[src/rtl/video_timing_pkg.sv]
// Shared constants for the raster timing generator: SVGA 800x600 and
// VGA 640x480 timing sets, plus a ceiling-log2 helper for sizing checks.
package video_timing_pkg;

   typedef struct packed {
      logic [15:0] display;
      logic [15:0] front;
      logic [15:0] sync;
      logic [15:0] back;
   } axis_timing_t;

   // SVGA 800x600 @ 72 Hz (50 MHz pixel clock)
   localparam int SVGA_H_DISPLAY  = 800;
   localparam int SVGA_H_FRONT    = 56;
   localparam int SVGA_H_SYNC     = 120;
   localparam int SVGA_H_BACK     = 64;
   localparam int SVGA_V_DISPLAY  = 600;
   localparam int SVGA_V_FRONT    = 37;
   localparam int SVGA_V_SYNC     = 6;
   localparam int SVGA_V_BACK     = 23;
   localparam bit SVGA_H_SYNC_POL = 1'b1;
   localparam bit SVGA_V_SYNC_POL = 1'b1;

   // VGA 640x480 @ 60 Hz (25.175 MHz pixel clock)
   localparam int VGA_H_DISPLAY   = 640;
   localparam int VGA_H_FRONT     = 16;
   localparam int VGA_H_SYNC      = 96;
   localparam int VGA_H_BACK      = 48;
   localparam int VGA_V_DISPLAY   = 480;
   localparam int VGA_V_FRONT     = 10;
   localparam int VGA_V_SYNC      = 2;
   localparam int VGA_V_BACK      = 33;
   localparam bit VGA_H_SYNC_POL  = 1'b0;
   localparam bit VGA_V_SYNC_POL  = 1'b0;

   localparam axis_timing_t SVGA_H_TIMING = '{16'd800, 16'd56, 16'd120, 16'd64};
   localparam axis_timing_t SVGA_V_TIMING = '{16'd600, 16'd37, 16'd6, 16'd23};

   // Smallest w with 2**w >= n; used to confirm counter widths hold a total.
   function automatic int clog2(input int n);
      int r;
      r = 0;
      for (int i = 0; i < 31; i++) begin
         if ((32'sd1 <<< i) < n) begin
            r = i + 1;
         end else begin
            r = r;
         end
      end
      return r;
   endfunction

endpackage

[src/rtl/video_timing_gen_raster_counter.sv]
// raster_counter: x/y position pair that advances on pixel ticks, wrapping
// x at H_TOTAL-1 into the next line and both at the end of the frame.
// x_next/y_next expose the value the pair will hold after this clock so the
// parent can register decodes aligned with the counters.
module raster_counter
   import video_timing_pkg::*;
#(
   parameter int H_TOTAL = 1040,
   parameter int V_TOTAL = 666,
   parameter int X_W     = 11,
   parameter int Y_W     = 10,
   parameter int X_INIT  = 0,
   parameter int Y_INIT  = 0
) (
   input  logic           clock,
   input  logic           reset,
   input  logic           pixel_enable,
   output logic [X_W-1:0] x,
   output logic [Y_W-1:0] y,
   output logic [X_W-1:0] x_next,
   output logic [Y_W-1:0] y_next
);

   localparam logic [X_W-1:0] X_LAST = X_W'(H_TOTAL - 1);
   localparam logic [Y_W-1:0] Y_LAST = Y_W'(V_TOTAL - 1);
   localparam logic [X_W-1:0] X_RST  = X_W'(X_INIT);
   localparam logic [Y_W-1:0] Y_RST  = Y_W'(Y_INIT);

   logic [X_W-1:0] x_r;
   logic [Y_W-1:0] y_r;

   // Next position: step x on a pixel tick, carry into y at end of line.
   always_comb begin
      x_next = x_r;
      y_next = y_r;
      if (pixel_enable) begin
         if (x_r == X_LAST) begin
            x_next = {X_W{1'b0}};
            if (y_r == Y_LAST) begin
               y_next = {Y_W{1'b0}};
            end else begin
               y_next = y_r + Y_W'(1);
            end
         end else begin
            x_next = x_r + X_W'(1);
            y_next = y_r;
         end
      end else begin
         x_next = x_r;
         y_next = y_r;
      end
   end

   // Position register; reset dominates any pixel tick.
   always_ff @(posedge clock) begin
      if (reset) begin
         x_r <= X_RST;
         y_r <= Y_RST;
      end else begin
         x_r <= x_next;
         y_r <= y_next;
      end
   end

   assign x = x_r;
   assign y = y_r;

endmodule

[src/rtl/video_timing_gen.sv]
// video_timing_gen: parametrised raster timing generator with pixel-rate
// clock enable, registered sync/blank flags and line/frame strobes.
// Optional feature macro VTG_LOOKAHEAD_EN adds a second counter pair running
// LOOKAHEAD ticks ahead (fetch_x/fetch_y/fetch_enable) to hide frame-buffer
// read latency.
module video_timing_gen
   import video_timing_pkg::*;
#(
   parameter int H_DISPLAY  = SVGA_H_DISPLAY,
   parameter int H_FRONT    = SVGA_H_FRONT,
   parameter int H_SYNC     = SVGA_H_SYNC,
   parameter int H_BACK     = SVGA_H_BACK,
   parameter int V_DISPLAY  = SVGA_V_DISPLAY,
   parameter int V_FRONT    = SVGA_V_FRONT,
   parameter int V_SYNC     = SVGA_V_SYNC,
   parameter int V_BACK     = SVGA_V_BACK,
   parameter bit H_SYNC_POL = SVGA_H_SYNC_POL,
   parameter bit V_SYNC_POL = SVGA_V_SYNC_POL,
   parameter int X_W        = 11,
   parameter int Y_W        = 10,
   parameter int LOOKAHEAD  = 2
) (
   input  logic           clock,
   input  logic           reset,
   input  logic           pixel_enable,
   output logic [X_W-1:0] pixel_x,
   output logic [Y_W-1:0] pixel_y,
   output logic           hsync,
   output logic           vsync,
   output logic           video_enable,
   output logic           vblank,
   output logic           line_start,
   output logic           frame_start
`ifdef VTG_LOOKAHEAD_EN
   ,
   output logic [X_W-1:0] fetch_x,
   output logic [Y_W-1:0] fetch_y,
   output logic           fetch_enable
`endif
);

   localparam int H_TOTAL = H_DISPLAY + H_FRONT + H_SYNC + H_BACK;
   localparam int V_TOTAL = V_DISPLAY + V_FRONT + V_SYNC + V_BACK;

   localparam logic [X_W-1:0] H_VIS_END = X_W'(H_DISPLAY);
   localparam logic [X_W-1:0] HS_START  = X_W'(H_DISPLAY + H_FRONT);
   localparam logic [X_W-1:0] HS_END    = X_W'(H_DISPLAY + H_FRONT + H_SYNC);
   localparam logic [Y_W-1:0] V_VIS_END = Y_W'(V_DISPLAY);
   localparam logic [Y_W-1:0] VS_START  = Y_W'(V_DISPLAY + V_FRONT);
   localparam logic [Y_W-1:0] VS_END    = Y_W'(V_DISPLAY + V_FRONT + V_SYNC);

   logic [X_W-1:0] x_next_s;
   logic [Y_W-1:0] y_next_s;
   logic           hsync_next_s;
   logic           vsync_next_s;
   logic           video_enable_next_s;
   logic           vblank_next_s;
   logic           hsync_r;
   logic           vsync_r;
   logic           video_enable_r;
   logic           vblank_r;

   raster_counter #(
      .H_TOTAL (H_TOTAL),
      .V_TOTAL (V_TOTAL),
      .X_W     (X_W),
      .Y_W     (Y_W),
      .X_INIT  (0),
      .Y_INIT  (0)
   ) u_pixel_counter (
      .clock        (clock),
      .reset        (reset),
      .pixel_enable (pixel_enable),
      .x            (pixel_x),
      .y            (pixel_y),
      .x_next       (x_next_s),
      .y_next       (y_next_s)
   );

   // Decode flags from the upcoming position so the registers line up with it.
   always_comb begin
      hsync_next_s        = ~H_SYNC_POL;
      vsync_next_s        = ~V_SYNC_POL;
      video_enable_next_s = 1'b0;
      vblank_next_s       = 1'b0;
      if ((x_next_s >= HS_START) && (x_next_s < HS_END)) begin
         hsync_next_s = H_SYNC_POL;
      end else begin
         hsync_next_s = ~H_SYNC_POL;
      end
      if ((y_next_s >= VS_START) && (y_next_s < VS_END)) begin
         vsync_next_s = V_SYNC_POL;
      end else begin
         vsync_next_s = ~V_SYNC_POL;
      end
      if ((x_next_s < H_VIS_END) && (y_next_s < V_VIS_END)) begin
         video_enable_next_s = 1'b1;
      end else begin
         video_enable_next_s = 1'b0;
      end
      if (y_next_s >= V_VIS_END) begin
         vblank_next_s = 1'b1;
      end else begin
         vblank_next_s = 1'b0;
      end
   end

   // Glitch-free registered sync and blanking outputs.
   always_ff @(posedge clock) begin
      if (reset) begin
         hsync_r        <= ~H_SYNC_POL;
         vsync_r        <= ~V_SYNC_POL;
         video_enable_r <= 1'b1;
         vblank_r       <= 1'b0;
      end else begin
         hsync_r        <= hsync_next_s;
         vsync_r        <= vsync_next_s;
         video_enable_r <= video_enable_next_s;
         vblank_r       <= vblank_next_s;
      end
   end

   assign hsync        = hsync_r;
   assign vsync        = vsync_r;
   assign video_enable = video_enable_r;
   assign vblank       = vblank_r;

   // Strobes qualify the current position with the tick and stay quiet in reset.
   assign line_start  = pixel_enable & ~reset & (pixel_x == {X_W{1'b0}});
   assign frame_start = line_start & (pixel_y == {Y_W{1'b0}});

`ifdef VTG_LOOKAHEAD_EN
   localparam bit FETCH_EN_RST = (LOOKAHEAD < H_DISPLAY);

   logic [X_W-1:0] fetch_x_next_s;
   logic [Y_W-1:0] fetch_y_next_s;
   logic           fetch_enable_next_s;
   logic           fetch_enable_r;

   raster_counter #(
      .H_TOTAL (H_TOTAL),
      .V_TOTAL (V_TOTAL),
      .X_W     (X_W),
      .Y_W     (Y_W),
      .X_INIT  (LOOKAHEAD),
      .Y_INIT  (0)
   ) u_fetch_counter (
      .clock        (clock),
      .reset        (reset),
      .pixel_enable (pixel_enable),
      .x            (fetch_x),
      .y            (fetch_y),
      .x_next       (fetch_x_next_s),
      .y_next       (fetch_y_next_s)
   );

   // Visible-area decode at the look-ahead position.
   always_comb begin
      fetch_enable_next_s = 1'b0;
      if ((fetch_x_next_s < H_VIS_END) && (fetch_y_next_s < V_VIS_END)) begin
         fetch_enable_next_s = 1'b1;
      end else begin
         fetch_enable_next_s = 1'b0;
      end
   end

   // Registered fetch enable, aligned with fetch_x/fetch_y.
   always_ff @(posedge clock) begin
      if (reset) begin
         fetch_enable_r <= FETCH_EN_RST;
      end else begin
         fetch_enable_r <= fetch_enable_next_s;
      end
   end

   assign fetch_enable = fetch_enable_r;
`endif

endmodule

[config.mk]
export PLATFORM = sky130hd
export DESIGN_NAME = video_timing_gen
export DESIGN_NICKNAME = d
export VERILOG_FILES = /design/src/rtl/video_timing_pkg.sv /design/src/rtl/video_timing_gen_raster_counter.sv /design/src/rtl/video_timing_gen.sv
export SDC_FILE = /design/constraint.sdc
export NUM_CORES = 1
export LEC_CHECK = 0
export CAP_MARGIN = 10
export CORE_ASPECT_RATIO = 1.4
export CORE_UTILIZATION = 40
export DETAILED_ROUTE_END_ITERATION = 10
export GPL_ROUTABILITY_DRIVEN = 0
export PLACE_DENSITY_LB_ADDON = 0.12
export SLEW_MARGIN = 20
export SYNTH_ARGS = -nofsm -noshare
export SYNTH_HDL_FRONTEND = slang
export SYNTH_SLANG_ARGS = --single-unit
export TNS_END_PERCENT = 1
[constraint.sdc]
create_clock -name clock -period 3.32 [get_ports clock]
set_clock_uncertainty 0.2 [all_clocks]
set_input_delay 0.996 -clock clock [delete_from_list [all_inputs] [get_ports clock]]
set_output_delay 0.996 -clock clock [all_outputs]
set_load 0.005 [all_outputs]
Word level (Yosys, flattened, before mapping)
Index checks and enable logic that the tools add are counted.

Magnitude comparators: 7. Reductions and logical operators: 5. Add/subtract/negate cells: 2. Mux-type cells: 9. Bitwise operators: 4. Equality and inequality tests: 2.

Operator list (count): two-way mux 10 bit (3); < comparator 11 x 10 -> 1 bit (second input constant) (2); two-way mux 11 bit (2); greater-or-equal comparator 10 bit (second input constant) (2); < comparator 10 bit (second input constant) (2); adder 11 x 1 -> 11 bit (second input constant) (1); == test 11 bit (second input constant) (1); greater-or-equal comparator 11 x 10 -> 1 bit (second input constant) (1); logical NOT 11 bit (1); adder 10 x 1 -> 10 bit (second input constant) (1); == test 10 bit (second input constant) (1); logical NOT 10 bit (1); two-way mux 1 bit (4); AND 1 bit (3); logical AND 1 bit (3); NOT 1 bit (1).

Input bits: 3. Bits in registers: 25. Word-level logic and storage cells: 35. Output and inout bits: 27.

Longest topological paths before layout
Gate-level depths: netlist (run 1).

Depth after elaboration: 7. Gate-level depth with buffers: 10. Gate-level depth less buffers: 9.

By module
A second synthesis (run 1) with hierarchy kept.

Cells, all modules: 177. Area, all modules: 1471.4 um2.

By module, submodules not included: raster_counter (seq. area each 420.4 um2, times used 1, area an instance 1194.9 um2, cells each 144); video_timing_gen (seq. area each 80.1 um2, times used 1, area an instance 276.5 um2, cells each 33).

Worst setup path after synthesis (run 1)
Ideal clock, no wire load.

Kind: in2reg. Start: input pixel_enable. End: register video_enable_r (netlist: video_enable). Data arrival time: 2.660 ns. Slack: 0.345 ns. Stages: 9. Setup time: 0.115 ns. Buffers on the path: 2. Required time: 3.005 ns. Cells stage by stage: buf_4 -> and4_1 -> buf_6 -> nand4_4 -> nor4_4 -> xnor2_1 -> or3_1 -> a21boi_2 -> o21ba_1.

Cells in the longest elaborated chain, start to end: 4. Elaborated cells between the ends (all ways): 6. Those cells by class: order compare (2); mux (3); reduce/logical (1).

RTL lines: start: declaration (line video_timing_gen.sv:25) `input logic pixel_enable,`; two-way mux 11 bit or two-way mux 10 bit (tied branches) (line video_timing_gen_raster_counter.sv:36) `if (pixel_enable) begin`; < comparator 11 x 10 -> 1 bit or < comparator 10 bit (tied branches) (line video_timing_gen.sv:96) `if ((x_next_s < H_VIS_END) && (y_next_s < V_VIS_END)) begin`; logical AND 1 bit * (line video_timing_gen.sv:96); two-way mux 1 bit * (line video_timing_gen.sv:96); end signal: assignment (line video_timing_gen.sv:118) `video_enable_r <= video_enable_next_s;`; end: declaration (line video_timing_gen.sv:60) `logic video_enable_r;`.

Every way passes the cells marked *; elsewhere a longest branch is shown, timed or not. A chain may end at the register's enable or synchronous reset.

Worst setup path in the final report (run 1)
Start: register u_pixel_counter.x_r[0] (netlist: u_pixel_counter.x[0]). End: output frame_start.

Cells in the longest elaborated chain, start to end: 3.

RTL lines: start: declaration (line video_timing_gen_raster_counter.sv:29) `logic [X_W-1:0] x_r;`; start signal: assignment (line video_timing_gen_raster_counter.sv:60) `x_r <= x_next;`; logical NOT 11 bit (line video_timing_gen.sv:129) `assign line_start = pixel_enable & ~reset & (pixel_x == {X_W{1'b0}});`; AND 1 bit (line video_timing_gen.sv:129); AND 1 bit (line video_timing_gen.sv:130) `assign frame_start = line_start & (pixel_y == {Y_W{1'b0}});`; end: declaration (line video_timing_gen.sv:33) `output logic frame_start`.

Every way passes these cells.

==> run_results.csv, run 1 <==
group,metric,value,unit
sta,worst_pin_slew,0.372,ns
yosys,async_flop_share,0,
layout,regArea,500,um2
global_routing,grt_pass1_vias,1570,
floorplan,initial_core_util,0.423,
worst_setup_path,crit_required,2.12,ns
hold_path,hold_path.class,"reg2reg",
layout,nFillCells,361,
yosys,yosysWarnings,0,
layout,finalNonFillerCells,283,
drt,firstDrtPassIters,4,
clock_tree,cts_buffers,3,
worst_setup_path,worstPathMaxFanout,2,
layout,nNetsFinal,250,
yosys,syn_nets,201,
worst_setup_path,cp_slowest_cell,"or4b_4",
yosys,ys_seq_area_frac,0.319,
clock_tree,cts_sinks,25,
power,ir_worst_vdd,0.160,mV
worst_setup_path,cp-end-kind,"output pin",
placed_design,dpl.cell_count,280,
sta,maxSlewViolCount,0,
global_routing,grt_overflow,0,
worst_setup_path,max_stage_delay,0.48,ns
layout,syn_to_final_growth,34.8,%
sta,max_freq,0.315,GHz
floorplan,die_width,54.9,um
worst_setup_path,cp_num_buf_inv,2,
clock_tree,cts_root_buffer,"clkbuf_8",
power,cellPowerDensity,250,nW/um2
global_routing,antenna_found_initial,0,
floorplan,io_pins,30,
worst_setup_path,cp_top_family,"simple AND/OR/NAND/NOR gates",
global_routing,grt_pass1_wl,7150,um
global_routing,grt_max_degree,23,
yosys,synth_edf_count,0,
worst_setup_path,worstPathCellList,"inv_1 -> ha_1 -> or4b_4 -> nor4b_4 -> and3_1 -> dlygate4sd2_1",
worst_setup_path,worstPathArrival,1.98,ns
sta,finalSetupViolCount,0,
placed_design,dp_hpwl,3320,um
drt,postRouteAntennaNets,0,
sta,slew_headroom,0.751,
clock_tree,clk_latency,0.27,ns
placed_design,numPortBuffers,29,
sta,hold_slack,0.393,ns
floorplan,die_area,4180,um2
drt,wirelength,4320,um
power,leakage,0.752,nW
sta,rsz0062_at_grt,"false",
yosys,synth-seq-cells,25,
clock_tree,cts_tree,"built",
run,max_cap_violations,0,
floorplan,core,3710,um2
yosys,syn-instance-count,193,
drt,vias_per_cell,5.76,
drt,drc,0,
clock_tree,clk_pin_slew_worst_paths,0.09,ns
yosys,synth.cell_area,1570,um2
sta,finalHoldViolCount,0,
layout,drive_gt1_frac,0.174,
sta,post-route-period-util,0.956,
sta,min_period,3.17,ns
global_routing,grt_usage,0.227,
layout,multi_input_area,996,um2
drt,drt_iter0_markers,53,
floorplan,die_h,76.1,um
clock_tree,htreeDepth,1,
layout,antennaDiodeCount,0,
floorplan,rows,26,
drt,wl_per_cell,15.3,um
status,status,"complete, no violations",
drt,vias,1629,
worst_setup_path,crit_type,"reg2out",
yosys,synth_flop_cell,"dfxtp_1",
yosys,synth_cell_types,52,
yosys,syn-mean-instance-area,8.12,um2
worst_setup_path,rrSetupSlack,0.75,ns
clock_tree,post_cts.repair.setup_buffers,0,
clock_tree,cts.path.max_buffers,2,
worst_setup_path,cp-start-kind,"flip-flop",
==> placed cells by master, fill, tap and decap left out, types with 4 or more instances in the layout <==
cell type         n
nand2_1          15
nor4_1            4
buf_4            27
clkdlybuf4s50_1  25
xor2_1            6
ha_1              5
nor2_1           19
dfxtp_1          25
o21ai_0           8
nand4_1           4
inv_1             8
xnor2_1           7
nor3_1           14
dlygate4sd2_1     4
a21oi_1           8
nand3_1           9
==> cells by family (layout without fill, tap and decap cells) <==
family / count (synthesis) / after routing / share of synthesized area
adder cells (fa/ha/maj): 5 / 5 / 0.0399
buffers and inverters: 20 / 68 / 0.0575
XOR/XNOR: 13 / 13 / 0.0726
AND/OR/NAND/NOR: 88 / 88 / 0.322
flip-flops: 25 / 25 / 0.319
AO/OA/AOI/OAI: 40 / 40 / 0.176
multiplexers: 2 / 2 / 0.0128
==> flip-flops by register name (all words and copies together), names as in the netlist <==
signal	flops
video_enable	1
u_pixel_counter.x	11
vsync	1
hsync	1
vblank	1
u_pixel_counter.y	10
==> worst paths after layout <==
check / start / to / cells past startpoint
setup / recovery: u_pixel_counter.x[0] / frame_start / 6
hold / removal: u_pixel_counter.y[9] / u_pixel_counter.y[9] / 2
setup reg to reg: u_pixel_counter.x[0] / video_enable / 10
hold reg to reg: u_pixel_counter.y[9] / u_pixel_counter.y[9] / 2
==> worst register-to-register path: stages (launching register included) <==
cell,delay [ns]
dfxtp_1,0.34
buf_4,0.14
ha_1,0.19
and4_1,0.30
nand4_4,0.16
buf_4,0.20
nor3_1,0.17
a21oi_1,0.09
or3_1,0.37
a21boi_2,0.15
o21ba_1,0.16
==> layer usage <==
layer	global-route usage	vias up	wire (um)
li1	-	808	-
met1	0.257	784	1770
met2	0.416	33	2390
met3	0.0180	4	105
met4	0.0725	0	55
met5	0	-	0
==> metrics by stage <==
| stage | util | setup slack (ns) | power [mW] | cell area [um2] | TNS, ns |
|---|---|---|---|---|---|
| after floorplan | - | 0.345 | 0.329 | 1570 | 0 |
| after global placement | 0.556 | -0.395 | 0.350 | 2060 | -1.16 |
| after detailed placement | 0.556 | -0.461 | 0.352 | 2060 | -1.50 |
| after CTS | 0.570 | 0.125 | 0.533 | 2110 | 0 |
| after global routing | 0.570 | 0.0372 | 0.549 | 2110 | 0 |
| final | 0.570 | 0.148 | 0.528 | 2110 | 0 |
==> power breakdown <==
part           internal [mW]  switching, mW
clock network         0.0839         0.0980
logic                 0.0219         0.0202
registers              0.302        0.00132
total                  0.408          0.120
==> timing repair <==
action / 4_1_cts / 5_1_grt
endpoints found under the setup margin: 2 / 0
resized for setup: 7 / 0
hold endpoints to repair: 0 / 0
hold buffers: 0 / 0
==> layout make-up <==
type,instances,area share
clock inverter,1,0.00237
multi-input combinational,148,0.471
timing repair buffer,56,0.231
sequential,25,0.237
tap,42,0.0249
inverter,8,0.0142
clock buffer,3,0.0195
==> synth_stat cells, types with 3 or more instances <==
master / count / area share
nor3_1: 14 / 0.045
xor2_1: 6 / 0.034
inv_1: 8 / 0.019
buf_2: 3 / 0.0096
nand2_1: 15 / 0.036
dfxtp_1: 25 / 0.32
xnor2_1: 7 / 0.039
o21ai_0: 8 / 0.026
a31oi_1: 3 / 0.012
nor4_1: 4 / 0.016
nand4_1: 4 / 0.016
clkbuf_1: 7 / 0.017
nand3_1: 9 / 0.029
and3_1: 3 / 0.012
ha_1: 5 / 0.040
a21oi_1: 8 / 0.026
nor2_1: 19 / 0.045
(Power assumes the default switching activity.)
==> run 2, diff against run 1 <==
--- a/config.mk
+++ b/config.mk
@@ -10,6 +10,7 @@
 export CORE_UTILIZATION = 40
 export DETAILED_ROUTE_END_ITERATION = 10
 export GPL_ROUTABILITY_DRIVEN = 0
+export MAX_ROUTING_LAYER = met4
 export PLACE_DENSITY_LB_ADDON = 0.12
 export SLEW_MARGIN = 20
 export SYNTH_ARGS = -nofsm -noshare
==> run_results.csv, run 2 (same netlist as run 1, synthesis figures left out) <==
group,metric,value,unit
status,status,"complete, no violations",
layout,largest_reg_flops,11,
drt,wl_per_cell,15.2,um
run,max_cap_violations,0,
clock_tree,clk_pin_slew_worst_paths,0.09,ns
drt,vias_per_cell,5.70,
placed_design,postPlaceCellArea,2060,um2
layout,stdcell_area,2110,um2
sta,post-route-period-util,0.956,
placed_design,dpl.cell_count,280,
worst_setup_path,cp-start-kind,"flip-flop",
layout,multi_input_area,996,um2
layout,most-common-layout-cells,"buf_4 (27), dfxtp_1 (25), clkdlybuf4s50_1 (25)",
hold_path,hold_path.class,"reg2reg",
power,cellPowerDensity,250,nW/um2
floorplan,rows,26,
clock_tree,clk_latency,0.27,ns
drt,firstDrtPassIters,4,
drt,met2_wirelength,2420,um
layout,nFillCells,361,
sta,maxSlewViolCount,0,
global_routing,grt_usage,0.233,
worst_setup_path,worstPathArrival,1.98,ns
clock_tree,cts_buffers,3,
placed_design,numPortBuffers,29,
floorplan,initial_core_util,0.423,
power,p_total,0.529,mW
layout,antennaDiodeCount,0,
sta,rsz0062_at_grt,"false",
global_routing,grt_pass1_wl,7160,um
clock_tree,cts_sinks,25,
power,ir_worst_vdd,0.160,mV
clock_tree,htreeDepth,1,
sta,finalHoldViolCount,0,
worst_setup_path,rr_startpoint,"u_pixel_counter.x[0]",
hold_path,hp-start,"u_pixel_counter.y[9]",
drt,vias,1613,
sta,slew_headroom,0.744,
worst_setup_path,worstPathMaxFanout,2,
clock_tree,post_cts.repair.setup_buffers,0,
global_routing,grt_max_degree,23,
layout,finalNonFillerCells,283,
floorplan,core,3710,um2
hold_path,min_to,"u_pixel_counter.y[9]",
global_routing,grt_overflow,0,
clock_tree,cts_root_buffer,"clkbuf_8",
sta,min_period,3.17,ns
sta,worst_pin_slew,0.383,ns
drt,postRouteAntennaNets,0,
worst_setup_path,r2r-end,"video_enable",
hold_path,hold-path-cell-count,2,
drt,wirelength,4300,um
worst_setup_path,setup.worst_path.start,"u_pixel_counter.x[1]",
drt,wl_met1,1730,um
drt,drc,0,
sta,finalSetupViolCount,0,
floorplan,die_h,76.1,um
layout,syn_to_final_growth,34.8,%
sta,hold_slack,0.400,ns
layout,layout_commonest_cell,"buf_4",
clock_tree,hold_buffers,0,
floorplan,die_width,54.9,um
worst_setup_path,cp-end-kind,"output pin",
worst_setup_path,crit_required,2.12,ns
power,leakage,0.752,nW
floorplan,die_area,4180,um2
layout,drive_gt1_frac,0.174,
drt,drt_iter0_markers,54,
global_routing,grt_pass1_vias,1568,
worst_setup_path,worst_r2r_path_depth,10,
floorplan,io_pins,30,
clock_tree,cts.path.max_buffers,2,
worst_setup_path,rrSetupSlack,0.75,ns
drt,wl_met3,100,um
layout,regArea,500,um2
sta,max_freq,0.315,GHz
layout,nNetsFinal,250,
worst_setup_path,crit_type,"reg2out",
clock_tree,cts_tree,"built",
drt,top_layer,"met4",
placed_design,dp_hpwl,3320,um
global_routing,antenna_found_initial,0,
run 2: critical path, cell delays in order, from the launching register on:
cell           delay (ns)
dfxtp_1              0.32
inv_1                0.06
ha_1                 0.14
or4b_4               0.48
nor4b_4              0.30
and3_1               0.18
dlygate4sd2_1        0.23
run 2: worst max-delay path by stage:
stage,end,cells after the start,slack (ns)
final,frame_start,6,0.15
after global routing,frame_start,6,0.04
after CTS,frame_start,6,0.13
after detailed placement,frame_start,4,-0.46
after global placement,frame_start,4,-0.39
after floorplan,video_enable,9,0.35
run 2: final cells by class:
cell class                      count  share of cell area
Clock buffer                        3              0.0195
Clock inverter                      1             0.00237
Inverter                            8              0.0142
Multi-Input combinational cell    148               0.471
Sequential cell                    25               0.237
Tap cell                           42              0.0249
Timing Repair Buffer               56               0.231
run 2: timing repair:
item,4_1_cts,5_1_grt
endpoints found under the hold margin,0,0
resized for setup,7,0
endpoints found under the setup margin,2,0
run 2: per-layer routing:
metal / GRT usage / vias up
met4: 0.0725 / 0
met3: 0.0180 / 4
met5: - / -
li1: - / 807
met2: 0.416 / 28
met1: 0.258 / 774
run 2: power breakdown:
part	switching (mW)	internal (mW)	total, mW
Clock	0.0993	0.0839	0.183
Combinational	0.0199	0.0219	0.0418
Sequential	0.00133	0.302	0.304
run 2: metrics by stage:
stage	setup WS, ns	utilization	setup TNS, ns
final	0.146	0.570	0
after global routing	0.0373	0.570	0
after CTS	0.125	0.570	0
after detailed placement	-0.461	0.556	-1.50
after global placement	-0.395	0.556	-1.16
after floorplan	0.345	-	0
